`config.mk`:
```
export PLATFORM = sky130hd
export DESIGN_NAME = fetch_unit
export DESIGN_NICKNAME = d
export VERILOG_FILES = /design/src/rtl/fetch_pkg.sv /design/src/rtl/fetch_fifo.sv /design/src/rtl/fetch_unit.sv
export SDC_FILE = /design/constraint.sdc
export NUM_CORES = 1
export LEC_CHECK = 0
export CAP_MARGIN = 30
export CELL_PAD_IN_SITES_DETAIL_PLACEMENT = 0
export CELL_PAD_IN_SITES_GLOBAL_PLACEMENT = 1
export CORE_AREA = 5 5 199 201
export DETAILED_ROUTE_END_ITERATION = 7
export DIE_AREA = 0 0 204 206
export HOLD_SLACK_MARGIN = 0.03
export PLACE_DENSITY = 0.89
export SYNTH_ARGS = -nofsm -noshare
export SYNTH_HDL_FRONTEND = slang
export SYNTH_SLANG_ARGS = --single-unit
```
`constraint.sdc`:
```
create_clock -name clk -period 8.4 [get_ports clk]
set_input_delay 1.68 -clock clk [delete_from_list [all_inputs] [get_ports clk]]
set_output_delay 1.68 -clock clk [all_outputs]
set_load 0.02 [all_outputs]
```
`src/rtl/fetch_pkg.sv`:
```
// rtl/fetch_pkg.sv - shared constants, entry type and helpers for the fetch stage
package fetch_pkg;
  localparam int PC_W = 64;
  localparam int INSTR_W = 32;
  localparam logic [PC_W-1:0] RESET_PC = '0;
  localparam int INSTR_BYTES = 4;

  typedef struct packed {
    logic [PC_W-1:0]    pc;
    logic [INSTR_W-1:0] instr;
  } fetch_entry_t;

  function automatic logic [31:0] sat_add32(input logic [31:0] a, input logic [7:0] b);
    logic [32:0] s;
    s = {1'b0, a} + {25'b0, b};
    return s[32] ? 32'hFFFF_FFFF : s[31:0];
  endfunction
endpackage

```
`src/rtl/fetch_fifo.sv`:
```
// rtl/fetch_fifo.sv - registered prefetch FIFO of fetch entries with flush
// Head is read straight from storage; a push is visible one cycle later.
module fetch_fifo
  import fetch_pkg::*;
#(
  parameter int DEPTH = 2,
  parameter int CNT_W = $clog2(DEPTH + 1)
) (
  input  logic             clk,
  input  logic             rst,
  input  logic             push,
  input  fetch_entry_t     push_data,
  input  logic             pop,
  input  logic             clear,
  output fetch_entry_t     head,
  output logic [CNT_W-1:0] count
);
  localparam int PTR_W = (DEPTH > 1) ? $clog2(DEPTH) : 1;

  fetch_entry_t     mem_q [DEPTH];
  fetch_entry_t     mem_d [DEPTH];
  logic [PTR_W-1:0] rd_ptr_q, rd_ptr_d, wr_ptr_q, wr_ptr_d;
  logic [CNT_W-1:0] count_q, count_d;

  always_comb begin
    mem_d    = mem_q;
    rd_ptr_d = rd_ptr_q;
    wr_ptr_d = wr_ptr_q;
    count_d  = count_q;
    if (clear) begin
      rd_ptr_d = '0;
      wr_ptr_d = '0;
      count_d  = '0;
    end else begin
      if (push) begin
        mem_d[wr_ptr_q] = push_data;
        wr_ptr_d        = wr_ptr_q + PTR_W'(1);
      end
      if (pop) rd_ptr_d = rd_ptr_q + PTR_W'(1);
      count_d = count_q + CNT_W'(push) - CNT_W'(pop);
    end
  end

  always_ff @(posedge clk or negedge rst) begin
    if (!rst) begin
      mem_q    <= '{default: '0};
      rd_ptr_q <= '0;
      wr_ptr_q <= '0;
      count_q  <= '0;
    end else begin
      mem_q    <= mem_d;
      rd_ptr_q <= rd_ptr_d;
      wr_ptr_q <= wr_ptr_d;
      count_q  <= count_d;
    end
  end

  assign head  = mem_q[rd_ptr_q];
  assign count = count_q;
endmodule

```
`src/rtl/fetch_unit.sv`:
```
// rtl/fetch_unit.sv - PC owner, credit-limited imem issue and redirect flush for IF/ID
// Optional FETCH_PERF_CNT_EN adds saturating perf_fetched / perf_dropped counters.
module fetch_unit #(
  parameter int              PC_W       = fetch_pkg::PC_W,
  parameter int              INSTR_W    = fetch_pkg::INSTR_W,
  parameter logic [PC_W-1:0] RESET_PC   = fetch_pkg::RESET_PC,
  parameter int              FIFO_DEPTH = 2
) (
  input  logic               clk,
  input  logic               rst,
  output logic               imem_req,
  output logic [PC_W-1:0]    imem_addr,
  input  logic               imem_rvalid,
  input  logic [INSTR_W-1:0] imem_rdata,
  output logic               if_valid,
  output logic [PC_W-1:0]    if_pc,
  output logic [INSTR_W-1:0] if_instr,
  input  logic               if_ready,
  input  logic               redirect_valid,
  input  logic [PC_W-1:0]    redirect_pc
`ifdef FETCH_PERF_CNT_EN
  ,
  output logic [31:0]        perf_fetched,
  output logic [31:0]        perf_dropped
`endif
);
  import fetch_pkg::*;

  localparam int CNT_W = $clog2(FIFO_DEPTH + 1);
  localparam logic [PC_W-1:0] STEP = PC_W'(INSTR_BYTES);

  logic [PC_W-1:0]  pc_q, pc_d, resp_pc_q, resp_pc_d, target;
  logic [CNT_W-1:0] out_q, out_d, drop_q, drop_d, fifo_count;
  logic [CNT_W:0]   credit_used;
  logic             push, pop, dropping;
  fetch_entry_t     push_entry, head;

  assign if_valid = (fifo_count != '0);
  assign pop      = if_valid & if_ready & ~redirect_valid;
  assign target   = {redirect_pc[PC_W-1:2], 2'b00};

  // A slot freed by this cycle's pop can be reused: its response lands at least a cycle later.
  assign credit_used = {1'b0, out_q} + {1'b0, fifo_count} - (CNT_W+1)'(pop);
  assign imem_req    = rst & ~redirect_valid & (credit_used < (CNT_W+1)'(FIFO_DEPTH));
  assign imem_addr   = pc_q;

  assign dropping   = imem_rvalid & (drop_q != '0);
  assign push       = imem_rvalid & ~redirect_valid & (drop_q == '0);
  assign push_entry = '{pc: resp_pc_q, instr: imem_rdata};

  always_comb begin
    pc_d      = pc_q;
    resp_pc_d = resp_pc_q;
    out_d     = out_q;
    drop_d    = drop_q;
    if (redirect_valid) begin
      pc_d      = target;
      resp_pc_d = target;
      out_d     = out_q - CNT_W'(imem_rvalid);
      drop_d    = out_d;
    end else begin
      if (imem_req) pc_d = pc_q + STEP;
      if (push) resp_pc_d = resp_pc_q + STEP;
      if (dropping) drop_d = drop_q - CNT_W'(1);
      out_d = out_q + CNT_W'(imem_req) - CNT_W'(imem_rvalid);
    end
  end

  always_ff @(posedge clk or negedge rst) begin
    if (!rst) begin
      pc_q      <= RESET_PC;
      resp_pc_q <= RESET_PC;
      out_q     <= '0;
      drop_q    <= '0;
    end else begin
      pc_q      <= pc_d;
      resp_pc_q <= resp_pc_d;
      out_q     <= out_d;
      drop_q    <= drop_d;
    end
  end

  fetch_fifo #(.DEPTH(FIFO_DEPTH), .CNT_W(CNT_W)) u_fifo (
    .clk       (clk),
    .rst       (rst),
    .push      (push),
    .push_data (push_entry),
    .pop       (pop),
    .clear     (redirect_valid),
    .head      (head),
    .count     (fifo_count)
  );

  assign if_pc    = if_valid ? head.pc : '0;
  assign if_instr = if_valid ? head.instr : '0;

`ifdef FETCH_PERF_CNT_EN
  logic [31:0] fetched_q, fetched_d, dropped_q, dropped_d;
  logic [7:0]  drop_inc;

  // A redirect discards the buffered entries plus any response landing that cycle.
  always_comb begin
    drop_inc = redirect_valid ? (8'(fifo_count) + 8'(imem_rvalid)) : 8'(dropping);
    fetched_d = sat_add32(fetched_q, 8'(pop));
    dropped_d = sat_add32(dropped_q, drop_inc);
  end

  always_ff @(posedge clk or negedge rst) begin
    if (!rst) begin
      fetched_q <= '0;
      dropped_q <= '0;
    end else begin
      fetched_q <= fetched_d;
      dropped_q <= dropped_d;
    end
  end

  assign perf_fetched = fetched_q;
  assign perf_dropped = dropped_q;
`endif
endmodule
```
; ---- Yosys cells after proc, flatten, opt, wreduce, memory -nomap -nowiden
; Index checks and enable logic that the tools add are counted.
[totals]
reg_bits = 328
latch_bits = 0
ramBits = 0
rom_bits = 0
inputBits = 101
output_inout_bits = 162
memories = 0
[op_classes]
addsub = 12
mul = 0
n_div = 0
order_cmp = 4
n_eq_ne = 0
n_shift = 0
muxes = 20
n_bitwise = 10
n_reduce_logical = 9
[ops]
columns = op, n
row1 = 2-to-1 mux 96 bit, 4
row2 = 2-to-1 mux 64 bit, 5
row3 = bitwise mux 192 bit, 1
row4 = adder 64 x 3 -> 64 bit (second input constant), 2
row5 = demux 96 bit (select 1 bit), 1
row6 = 2-to-1 mux 32 bit, 1
row7 = nonzero test 2 bit, 6
row8 = 2-to-1 mux 2 bit, 4
row9 = bitwise AND 1 bit, 7
row10 = subtractor 2 x 1 -> 2 bit, 3
row11 = adder 2 x 1 -> 2 bit, 2
row12 = >= comparator 2 bit (second input constant), 2
row13 = 2-to-1 mux 1 bit, 4
row14 = NOT 1 -> 2 bit, 2
row15 = adder 2 x 2 -> 3 bit, 1
row16 = < comparator 3 x 2 -> 1 bit (second input constant), 1
row17 = subtractor 3 x 1 -> 3 bit, 1
row18 = adder 1 bit (second input constant), 2
row19 = logical NOT 2 bit, 1
row20 = < comparator 2 x 1 -> 1 bit (second input constant), 1
row21 = AND reduction 2 bit, 1
row22 = subtractor 2 x 1 -> 2 bit (second input constant), 1
row23 = logical AND 1 bit, 1
row24 = NOT 1 bit, 1

; ---- Longest topological paths before layout
; Gate-level depths: netlist of run 1.
[depth]
depth_word = 9
mapped_depth = 16
depth_no_buf = 13

; ---- Cells and area by module
; A second synthesis of run 1 with hierarchy kept.
[unflattened]
hier_cells = 1554
area_unflattened_um2 = 17229.0
[modules_own_cells]
columns = mod, n_inst, cells_per_inst, area_each_um2, seq_area_each_um2
row1 = fetch_unit, 1, 1026, 8794.7, 3203.1
row2 = fetch_fifo, 1, 528, 8434.3, 4904.7

; ---- Worst setup path after synthesis of run 1
; OpenSTA, ideal clock, no wires.
[synth_path]
path_type = in2out
startpoint = input port redirect_valid
endpoint = output port imem_req
t_arrival_ps = 4439
required_ps = 6720
slack_ps = 2281
stages = 11
path_cell_list = clkbuf_1 > buf_1 > clkbuf_1 > clkbuf_1 > nor2_1 > ha_1 > inv_1 > nand2_1 > fa_1 > nand2_1 > nor3_1
[synth_between]
elab_chain_cells = 5
elab_cells_between_ends = 6
classes_between = 1 x add/sub / 1 x order compare / 4 x bitwise
[synth_rtl]
columns = element, line
row1 = "start, declared", fetch_unit.sv:19  ; input logic redirect_valid,
row2 = NOT 1 bit (no line) *, n/a
row3 = bitwise AND 1 bit, fetch_unit.sv:39  ; assign pop = if_valid & if_ready & ~redirect_valid;
row4 = subtractor 3 x 1 -> 3 bit, fetch_unit.sv:43  ; assign credit_used = {1'b0, out_q} + {1'b0, fifo_count} - (CNT_W+1)'(pop);
row5 = < comparator 3 x 2 -> 1 bit, fetch_unit.sv:44  ; assign imem_req = rst & ~redirect_valid & (credit_used < (CNT_W+1)'(FIFO_DEPTH));
row6 = bitwise AND 1 bit *, fetch_unit.sv:44
row7 = "end, declared", fetch_unit.sv:11  ; output logic imem_req,
; Mark *: on every way between the ends. The rest lies on a longest branch, timed or not.

; ---- Worst setup path in the final report of run 1
[layout_path]
startpoint = input port if_ready
endpoint = output port imem_req
[layout_between]
elab_chain_cells = 5
[layout_rtl]
columns = element, line
row1 = "start, declared", fetch_unit.sv:18  ; input logic if_ready,
row2 = bitwise AND 1 bit (2 in a row), fetch_unit.sv:39
row3 = subtractor 3 x 1 -> 3 bit, fetch_unit.sv:43
row4 = < comparator 3 x 2 -> 1 bit, fetch_unit.sv:44
row5 = bitwise AND 1 bit, fetch_unit.sv:44
; No other way between the ends.

==> results of run 1 <==
placed cells by master, fill, tap and decap left out, types with 9 or more instances in the layout:
master             n
a211oi_1          20
a21oi_1           15
a311oi_1          11
and3_1            21
and4_1            12
buf_4             15
clkbuf_16         39
clkdlybuf4s50_1  254
clkinv_2           9
dfrtp_1          319
inv_1             39
mux2_2           222
mux2i_1          104
nand2_1           68
nand2b_1          19
nand3_1           57
nand4_1           58
nor2_1           165
nor3_1            32
nor4_1            53
o21ai_0           17
o31a_1            19
o31ai_1           12
or4_1             10
xnor2_1           43
xor2_1            29
final cells by class:
| class | instances | area share (%) |
|---|---|---|
| antenna | 1 | 0.01193 |
| clock buffer | 50 | 4.991 |
| clock inverter | 17 | 0.9780 |
| inverter | 40 | 0.7216 |
| multi-input combinational | 1085 | 38.79 |
| sequential | 320 | 38.18 |
| tap | 511 | 3.047 |
| timing repair buffer | 275 | 13.27 |
stage by stage:
step	hold WS [ns]	setup slack, ns	total power, W	cell area (sq um)	instances
2_1_floorplan	0.4496	2.282	0.003466	16650	1536
3_3_place_gp	0.4607	2.074	0.004056	19610	2226
3_5_place_dp	0.4727	2.153	0.004147	19700	2230
4_1_cts	0.4849	2.132	0.005827	20950	2297
5_1_grt	0.5051	1.961	0.006105	20980	2299
6_report	0.4805	2.123	0.005767	20980	2299
worst register-to-register path, cell delays in order, from the launching register on:
cell,delay (ns)
dfrtp_1,0.43
nor2_4,0.50
inv_1,0.13
nand2_1,0.16
nor2_1,0.11
ha_1,0.29
inv_1,0.07
nand2_1,0.06
fa_1,0.50
nand2_1,0.14
nor3_1,0.85
and4_1,0.50
mux2_2,0.38
a2111oi_1,0.35
kinds of logic (layout without fill, tap and decap cells):
kind of cell,count (synthesis),in the layout
simple gates,542,542
mux,326,326
compound gates,132,132
buf+inv,131,382
flops,320,320
xor+xnor,72,72
other cells,1,5
fa+ha+maj,9,9
per-layer routing:
layer | wire length, um | vias up | share of wire (%) | global-route usage (%)
met5 | 0 | - | 0 | 0
met4 | 1259 | 0 | 2.7 | 6.413
met3 | 3058 | 83 | 6.5 | 4.064
met2 | 20900 | 429 | 44 | 33.62
met1 | 21800 | 6538 | 46 | 32.06
li1 | - | 6013 | - | -
worst max path at each step:
stage                        start        to  slack [ns]  cells after the start
floorplan           redirect_valid  imem_req        2.28                     11
finish                    if_ready  imem_req        2.12                     10
detailed placement        if_ready  imem_req        2.15                     10
global placement          if_ready  imem_req        2.07                     10
CTS                       if_ready  imem_req        2.13                     10
global route              if_ready  imem_req        1.96                     10
where the power goes:
| part | leakage (nW) | switching (W) | internal [W] |
|---|---|---|---|
| clock network | 0.618 | 0.000648 | 0.00100 |
| logic | 3.86 | 0.000840 | 0.000900 |
| registers | 3.92 | 0.000341 | 0.00203 |
registers in the layout, summed over array words and instances, names as in the netlist:
name	flops
drop_q	2
out_q	2
u_fifo.mem_q	188
imem_addr	62
u_fifo.wr_ptr_q	1
u_fifo.rd_ptr_q	1
u_fifo.count	2
resp_pc_q	62
==> results summary, run 1 <==
The post-route antenna net violation count is 0. The global-route usage over all layers came out at 21.96%. The first TritonRoute pass finished after 5 iterations. The number of global-route vias before repair came to 13365. The worst setup path is launched from an input port. The post-synthesis share of cell area spent on and, or, nand and nor gates is 17.01%. The total negative slack came out at 0 ns. The worst hold path terminates at u_fifo.mem_q[69]$_DFFE_PN0P_. After the last flow step, the layout net total stands at 1869. The count of flip-flops with a built-in enable after synthesis came out at 0. Synthesis inferred 320 register bits. The largest total area in the synthesized netlist belongs to dfrtp_1.

Ranked by total cell area, the synthesized netlist is headed by dfrtp_1 (48%), mux2_2 (15%), mux2i_1 (6.3%). The count of fill cells added during filler insertion came out at 3197. After clock tree synthesis, the flow added hold-fix buffers numbering 0. Yosys printed 0 warnings. After clock tree synthesis, the clock-pin slew on the worst setup and hold paths is 0.06 ns. The pin count of the biggest net entering global routing came out at 103.

Clock tree synthesis selected as its root buffer the cell clkbuf_16. The source of the worst register-to-register timing path is u_fifo.count[1]$_DFF_PN0_. The data arrival time of the critical path is 4.60 ns. The final hold violation count is 0. The critical path class is in -> out. Among all stages on the critical path, the largest delay is contributed by clkdlybuf4s50_1. The horizontal extent of the die is 204 um. The compound-cell area share of the yosys netlist came out at 5.902%.

The TritonCTS buffer count is 37. The proportion of synthesized chip area in sequential cells came out at 48.12%. The setup-violating endpoint count in the final report came out at 0. The vias after detailed routing is 13063.

The area taken by flip-flops and latches came out at 0.008011 sq mm. The peak fanout along the critical path is 7. The tightest slew margin relative to the limit is 36.50%. The number of remaining DRC errors is 0. Post-CTS timing repair inserted 0 buffers for setup.

Across the run, the number of max-cap violations was 0. After Yosys synthesis, XOR and XNOR cells account for 3.789% of the synthesized area. The H-tree was split into 2 levels. The number of buffers on the longest clock path is 3. The number of gates resized after CTS is 0.

For this run, the top clock speed supported by timing is 159.3 MHz. Traced cell by cell, the critical path runs through clkdlybuf4s50_1, nand2_1, nor2_1, ha_1, inv_1, nand2_1, fa_1, nand2_1, nor3_1, clkdlybuf4s50_1. The total of buffers placed on input and output ports came out at 256.

The proportion of register bits with asynchronous set or reset after synthesis came out at 100.0%. Setup repair after global routing left no endpoint under its margin. The worst setup path is captured at an output pin. The cell area after technology mapping came out at 0.01664 sq mm. The worst path buffer plus inverter count came out at 3. The flow ran to the end, and the final reports show no timing, DRC or antenna violations. The combined area of the multi-input logic cells is 0.008139 sq mm. The number of core rows is 71. The largest incremental delay on the critical path came out at 0.72 ns. The average instance area after synthesis is 10.86 sq um. In this run, the number of DRC markers left after iteration 0 of detailed routing was 942. The post-detailed-route via-to-cell ratio is 5.682. The half-perimeter wire length of the detailed placement result came out at 33.47 mm. The congestion estimate from routability-driven global placement came to 0.8786. The source-to-sink clock delay at the later pin of the worst-skew pair is 0.53 ns. The proportion of netlist area held by the largest area contributor came out at 48.12%. The placeable core region is 0.03740 sq mm. The overall routed net length is 47.02 mm. The number of cell instances on the worst register-to-register path is 13.

The initial antenna violation count came out at 1. The most numerous cell type found on the critical path is nand2_1. The worst endpoint required time came out at 6.72 ns.

The post-route clock period utilization is 74.73%. Once layout is complete, the utilization of the core stands at 56.10%. The path class of the tightest hold or removal check is reg -> reg. After synthesis, the share of cell area in mux cells is 21.28%. In the synthesized netlist, the number of instances is 1533. The initial cell density of the core came out at 44.50%. The slew at the pin with the worst max-slew slack is 0.9452 ns.

The number of sinks on the clock net came out at 320. The global-route congestion overflow total came out at 0. The worst hold path begins at u_fifo.mem_q[69]$_DFFE_PN0P_. The leakage dissipation is 8.395 nW.

For this run, the leading register cell type out of synthesis is dfrtp_1. The die covers 0.04202 sq mm. Of the cells placed in the final design, the portion with a size suffix greater than 1 is 18.02%. The synthesized netlist devotes 0.7218% of its cell area to adder and majority cells.

The power per cell area came out at 274.9 mW/mm^2. The largest voltage drop on the vdd net came out at 0.1458 mV. After synthesis, the most frequently instantiated cells are dfrtp_1 (320), mux2_2 (222), nor2_1 (166), mux2i_1 (104), nand2_1 (69). TritonCTS built the clock tree. The layout overhead on the synthesized area came out at 26.07%. In this run the vertical extent of the chip is 206 um. The maximum clock skew at final layout came out at 0.01887 ns. The number of top-level pins came out at 263. The minimum setup slack among reg-to-reg paths came out at 3.80 ns. The combinational family with the most area after synthesis is multiplexers. The wire length of the first global-routing pass is 74.56 mm.

The mean routed wirelength per cell is 20.45 um. The number of library cell types mapped by synthesis came out at 58. Grouping stages by cell kind, the critical path spends the most delay in buffers and inverters.

The number of max-slew violations in the final report came out at 0. The worst hold path cell count is 2. The most common cell in the synthesized netlist is dfrtp_1. The endpoint identified for the worst register-to-register timing path is imem_addr[53]$_DFFE_PN0P_.

The final period demand of the worst path is 6.277 ns.
Note: power is estimated with default switching activity, not from simulation.
==> run 2: changes to the inputs <==
CORE_AREA = 5 5 213 215   (was 5 5 199 201)
DIE_AREA = 0 0 218 220   (was 0 0 204 206)
PLACE_DENSITY = 0.83   (was 0.89)
clock period = 5.24 ns   (was 8.4 ns; I/O delays follow)
==> results summary, run 2 (synthesized netlist as in run 1, its figures left out) <==
The worst setup path is launched from an input port. The area of the die was 0.04796 sq mm (+14%). Leaving out fill and tap cells, the most frequent cell in the layout is dfrtp_1.

The minimum setup slack in the final design is 0.2729 ns (-1.850 ns). The maximum clock skew at final layout is 0.02726 ns (+0.008389 ns). The achievable frequency is 201.3 MHz. In the finished design, the share of the clock period the worst path needs comes to 94.79%. The initial antenna violation count is 0 (-1). The total inserted antenna cells came to 0 (-1).

Leaving out fill and tap cells, the most frequent cells in the layout are dfrtp_1 (319), clkdlybuf4s50_1 (254), mux2_2 (222), nor2_1 (165), mux2i_1 (104). The TritonCTS buffer count is 36 (-2.7%). The number of buffers on the longest clock path came to 3 (unchanged). The post-detailed-route via-to-cell ratio came out at 5.520 (-2.9%). The post-route antenna net violation count is 0 (unchanged). The clock-pin transition on the worst setup and hold timing paths is 0.06 ns (about the same). The height of the die is 220 um (+6.8%). The worst path buffer plus inverter count is 3 (unchanged).

The leakage dissipation came to 8.380 nW (-0.19%). The number of core rows came to 77 (+8.5%). The power after layout is 0.009182 W (+59%). The worst slack at placement came out at 0.2590 ns (-1.894 ns). The number of remaining DRC errors came out at 0 (unchanged). The dominant delay contributor by cell family on the critical path is buffers and inverters. The number of setup buffers added after CTS came out at 0 (unchanged).

The tree is rooted in a clkbuf_16. On the critical path, the stage with the largest delay is an instance of clkdlybuf4s50_1. The number of max-slew violations in the final report is 0 (unchanged).

The share of post-route cells with drive strength above 1 is 18.00% (-0.020 points). The placeable core region came to 0.04355 sq mm (+16%). The global-route usage over all layers came out at 19.81% (-2.1 points). The starting DRC count in detailed routing was 1132 (+20%).

The number of gates resized after CTS was 0 (unchanged). The final hold violation count is 0 (unchanged). The vias after detailed routing is 13143 (+0.61%). The post-cts hold buffer count is 0 (unchanged). The worst hold path belongs to the class in -> async. The peak fanout along the critical path is 7 (unchanged). The initial cell density of the core was 38.22% (-6.3 points).

The run finished with clean final reports. Ranked by flip-flop count, first place goes to u_fifo.mem_q. The signal on the critical path passes through clkdlybuf4s50_1, nand2_1, nor2_1, ha_1, inv_1, nand2_1, fa_1, nand2_1, nor3_1, clkdlybuf4s50_1. The overall routed net length came out at 48.37 mm (+2.9%). TritonCTS built the clock tree. Setup repair after global routing left no endpoint under its margin. The final weighted congestion of routability-driven global placement is 0.8938 (+1.7%). The flip-flop count of the largest register after layout came to 188 (unchanged). In this run the critical register-to-register path is launched from u_fifo.count[1]$_DFF_PN0_. The count of max-cap constraint violations was 0 (unchanged). The data arrival time of the critical path came to 3.92 ns (-0.68 ns). The placed instance count is 2316 (+3.9%). The number of sinks on the clock net is 320 (unchanged). The mean routed wirelength per cell came out at 20.32 um (-0.67%). The total of buffers placed on input and output ports came out at 256 (unchanged).

The critical path class is in -> out. The wire length of the first global-routing pass is 75.37 mm (+1.1%). The number of nets in the final layout is 1872 (+0.16%). The worst endpoint required time is 4.19 ns (-2.53 ns). The setup-violating endpoint count in the final report came out at 0 (unchanged).

The source-to-sink clock delay at the later pin of the worst-skew pair is 0.56 ns (+0.03 ns). The number of top-level pins is 263 (unchanged). The horizontal extent of the die is 218 um (+6.9%). The post-layout instance count excluding filler cells is 2381 (+3.6%). The total negative slack is 0 ns (unchanged). The power per cell area was 436.2 mW/mm^2 (+59%).

The largest incremental delay on the critical path is 0.72 ns (about the same). The slew at the pin with the worst max-slew slack came out at 1.056 ns (+0.1106 ns). Counting I/O delays and the setup requirement, the final critical path takes 4.967 ns. The half-perimeter wire length of the detailed placement result is 34.15 mm (+2.0%). The layout overhead on the synthesized area is 26.47%.

The pin count of the biggest net entering global routing is 183 (+78%). The number of iterations in the first detailed-routing pass is 7 (+2). The endpoint identified for the worst register-to-register timing path is imem_addr[42]$_DFFE_PN0P_.

The largest voltage drop on the vdd net came to 0.2138 mV (+47%). The number of levels the H-tree was split into came out at 2 (unchanged). The cell that appears most often on the critical path is nand2_1. The minimum setup slack among reg-to-reg paths came out at 1.56 ns (-2.24 ns).

The global-route congestion overflow total is 0 (unchanged). The number of cell instances on the worst register-to-register path is 14 (+1). The number of global-route vias before repair is 12988 (-2.8%). The tightest slew margin relative to the limit came out at 28.96% (-7.5 points). STA classifies the critical path endpoint as an output pin.
==> run 2: changes by cell type in the layout (fill, tap and decap cells not counted), moves of 2 or more <==
cell / change
bufinv_16: -2
clkbuf_16: -2
buf_12: +3
buf_16: -2
buf_4: +3
clkbuf_1: +2
clkinv_2: -4
clkinv_4: -2
clkbuf_8: +6
==> run 2: report_power, final <==
part           leakage (nW)  switching (W)  internal [W]
Clock                 0.586        0.00104       0.00153
Sequential             3.92       0.000555       0.00326
Combinational          3.87        0.00135       0.00145
Total                  8.38        0.00294       0.00624
==> run 2: per-layer routing <==
metal | vias to the layer above | wire length (um) | track usage (%)
li1 | 6031 | - | -
met1 | 6541 | 22450 | 28.67
met2 | 480 | 21100 | 29.58
met3 | 91 | 3253 | 4.382
met4 | 0 | 1570 | 6.510
met5 | - | 0 | 0
==> run 2: how the worst max path moves through the flow <==
| stage | startpoint | endpoint | slack [ns] | cells after the start |
|---|---|---|---|---|
| floorplan | redirect_valid | imem_addr[53]$_DFFE_PN0P_ | 0.36 | 15 |
| finish | if_ready | imem_req | 0.27 | 10 |
| detailed placement | if_ready | imem_req | 0.26 | 10 |
| global placement | if_ready | imem_req | 0.28 | 10 |
| CTS | if_ready | imem_req | 0.26 | 10 |
| global route | if_ready | imem_req | 0.13 | 10 |
==> run 2: layout make-up <==
cell class | count | area (sq um)
Timing Repair Buffer | 279 | 2813
Clock buffer | 56 | 1087
Inverter | 40 | 151.4
Tap cell | 592 | 740.7
Multi-Input combinational cell | 1085 | 8139
Sequential cell | 320 | 8011
Clock inverter | 9 | 105.1
Fill cell | 3967 | 22500
==> run 2: worst register-to-register path, stage by stage, from the launching register on <==
cell	delay, ns
dfrtp_1	0.43
nor2_4	0.12
inv_1	0.06
nand2_1	0.10
nor2_1	0.06
ha_1	0.27
inv_1	0.12
nand2_1	0.09
fa_1	0.51
nand2_1	0.15
nor2_1	0.37
nand3_1	0.51
buf_4	0.36
nor4_1	0.27
a221oi_1	0.08
==> run 2: through the flow <==
step	hold slack, ns	instance area, sq um	utilization, %
2_1_floorplan	0.4496	16650	-
3_3_place_gp	0.4612	19800	45.46
3_5_place_dp	0.4729	19860	45.60
4_1_cts	0.4023	21050	48.33
5_1_grt	0.4214	21050	48.33
6_report	0.3938	21050	48.33
==> run 3: changes to the inputs <==
CORE_AREA = 10 10 218 220   (was 5 5 213 215)
DIE_AREA = 0 0 228 230   (was 0 0 218 220)
==> results summary, run 3 (synthesized netlist as in run 1, its figures left out) <==
The met3 capacity usage during global routing came out at 3.854% (-0.53 points). The overall routed net length came out at 49.99 mm (+3.3%). The number of remaining DRC errors is 0 (unchanged).

The layout overhead on the synthesized area is 26.55% (about the same). Leaving out fill and tap cells, the most frequent cell in the layout is dfrtp_1. The half-perimeter wire length of the detailed placement result came out at 35.96 mm (+5.3%).

The number of setup buffers added after CTS is 0 (unchanged). The number of iterations in the first detailed-routing pass is 5 (-2). The power share of the clock group is 28.1% (about the same). The cell sitting at the root of the clock tree is a clkbuf_16.

The initial cell density of the core is 38.81% (+0.59 points). The horizontal extent of the die is 228 um (+4.6%). The power per cell area is 438.9 mW/mm^2 (+0.61%). The flip-flop count of the largest register after layout came out at 188 (unchanged). The register bank with the most flops is u_fifo.mem_q. The wire length of the first global-routing pass came out at 77.12 mm (+2.3%). The share of post-route cells with drive strength above 1 came out at 17.92% (-0.076 points).

The total of buffers placed on input and output ports came to 256 (unchanged). The final hold violation count is 0 (unchanged). The number of buffers on the longest clock path was 3 (unchanged). The count of max-cap constraint violations is 0 (unchanged). The proportion of power drawn by flip-flops and latches came out at 41.3% (-0.2 points). The achievable frequency is 198.5 MHz (-1.4%). The post-route clock period utilization is 96.17% (+1.4 points). The critical path is of the in -> out type.

The post-layout instance area came out at 0.02106 sq mm (about the same). The slew at the pin with the worst max-slew slack was 0.9704 ns (-0.08547 ns). The endpoint kind of the worst setup timing path is an output pin. The final weighted congestion of routability-driven global placement is 0.8914 (-0.27%). The vias after detailed routing came to 13101 (-0.32%).

The initial antenna violation count came to 0 (unchanged). Setup repair after global routing left no endpoint under its margin. The instance area at placement is 0.01985 sq mm (about the same).

The area of the die came out at 0.05244 sq mm (+9.3%). In the layout the commonest cells are dfrtp_1 (319), clkdlybuf4s50_1 (254), mux2_2 (222), nor2_1 (165), mux2i_1 (104). The met2 track demand over resource in global routing came out at 27.57% (-2.0 points).

The peak fanout along the critical path is 7 (unchanged). The number of levels the H-tree was split into came out at 2 (unchanged). The number of nets in the final layout came out at 1876 (+0.21%).

The starting DRC count in detailed routing is 1199 (+5.9%). The height of the die is 230 um (+4.5%). The number of top-level pins came out at 263 (unchanged). The power share of the combinational group came out at 30.6% (about the same). The number of sinks on the clock net is 320 (unchanged). The TritonCTS clock tree is done.

The post-detailed-route via-to-cell ratio is 5.512 (-0.15%). The total negative slack came out at 0 ns (unchanged). The number of gates resized after CTS is 0 (unchanged).

The pin count of the biggest net entering global routing came out at 159 (-13%). The final period demand of the worst path is 5.039 ns (+0.07192 ns). The post-route antenna net violation count came out at 0 (unchanged). The maximum clock skew at final layout was 0.01380 ns (-0.01346 ns). The count of fill cells added during filler insertion came out at 3876 (-2.3%). The global routing stage identified its most utilized layer as met2.

The global-route usage over all layers came out at 18.34% (-1.5 points). The flow ran to the end, and the final reports show no timing, DRC or antenna violations. The TritonCTS buffer count was 37 (+2.8%). The leakage dissipation was 8.392 nW (+0.15%). The largest voltage drop on the vdd net came to 0.1877 mV (-12%). The number of cell instances on the worst register-to-register path is 15 (+1).

The source-to-sink clock delay at the later pin of the worst-skew pair came to 0.53 ns (-0.03 ns). The number of max-slew violations in the final report came out at 0 (unchanged). The number of core rows was 76 (-1.3%). The nature of the critical path startpoint is an input port.

The setup-violating endpoint count in the final report is 0 (unchanged). The tightest slew margin relative to the limit came out at 34.71% (+5.8 points). The number of global-route vias before repair came to 12875 (-0.87%). The switching share of total power is 31.75% (-0.28 points). The data arrival time of the critical path is 3.99 ns (+0.07 ns). The clock-pin transition on the worst setup and hold timing paths was 0.06 ns (about the same). The global-route met1 utilization is 25.96% (-2.7 points).

The internal power came out at 0.006309 W (+1.1%). The post-cts hold buffer count is 0 (unchanged). The mean routed wirelength per cell is 21.03 um (+3.5%). The switching power came out at 0.002935 W (-0.21%). The placeable core region is 0.04289 sq mm (-1.5%). The global-route congestion overflow total is 0 (unchanged).

The worst endpoint required time is 4.19 ns (about the same). The kind of path behind the tightest hold check is in -> async.
-- run 3: cell types whose count changed in the layout (fill, tap and decap cells not counted), sizes merged --
cell	delta
inv	-1
clkinvlp	-1
bufinv	+2
clkbuf	-2
buf	+3
diode	+1
clkinv	+1
-- run 3: final timing paths --
kind,to,start,slack (ns)
worst max-delay path,imem_req,if_ready,0.20
worst min-delay path,imem_addr[24]$_DFFE_PN0P_,rst,0.42
worst max register to register,imem_addr[53]$_DFFE_PN0P_,u_fifo.count[1]$_DFF_PN0_,1.66
worst min register to register,u_fifo.mem_q[69]$_DFFE_PN0P_,u_fifo.mem_q[69]$_DFFE_PN0P_,0.48
max in group asynchronous,u_fifo.rd_ptr_q$_DFFE_PN0P_,rst,2.63
min in group clk,u_fifo.mem_q[69]$_DFFE_PN0P_,u_fifo.mem_q[69]$_DFFE_PN0P_,0.48
-- run 3: power groups by stage --
stage	clock network (W)	logic [W]	registers (W)
floorplan	0	0.00184	0.00372
global placement	0	0.00278	0.00379
detailed placement	0	0.00286	0.00385
CTS	0.00267	0.00287	0.00381
global route	0.00276	0.00309	0.00392
finish	0.00260	0.00283	0.00382
-- run 3: area by class of cell --
class	count	area [sq um]	area share, %
Clock buffer	54	1052	4.996
Antenna cell	1	2.502	0.01188
Sequential cell	320	8011	38.04
Multi-Input combinational cell	1085	8139	38.65
Timing Repair Buffer	282	2818	13.38
Clock inverter	10	153.9	0.7308
Inverter	40	151.4	0.7189
Tap cell	585	732.0	3.476
-- run 3: critical path: stages --
cell and delay (ns):
clkdlybuf4s50_1 0.55, nand2_1 0.11, nor2_1 0.13, ha_1 0.25
inv_1 0.12, nand2_1 0.09, fa_1 0.42, xnor2_1 0.25
nor3_1 0.28, clkdlybuf4s50_1 0.74
-- run 3: metrics by stage --
| stage | setup WS (ns) | std cells | hold slack (ns) | util, % | total power (W) |
|---|---|---|---|---|---|
| 2_1_floorplan | 0.3623 | 1536 | 0.4496 | - | 0.005556 |
| 3_3_place_gp | 0.2592 | 2311 | 0.4611 | 46.22 | 0.006569 |
| 3_5_place_dp | 0.2047 | 2312 | 0.4699 | 46.29 | 0.006712 |
| 4_1_cts | 0.2040 | 2376 | 0.4339 | 49.10 | 0.009352 |
| 5_1_grt | 0.04164 | 2376 | 0.4494 | 49.10 | 0.009769 |
| 6_report | 0.2009 | 2377 | 0.4224 | 49.11 | 0.009243 |
-- run 3: routing by layer --
layer | vias to the layer above | wire (um)
li1 | 6045 | -
met1 | 6557 | 23460
met2 | 430 | 22090
met3 | 69 | 3153
met4 | 0 | 1284
met5 | - | 0
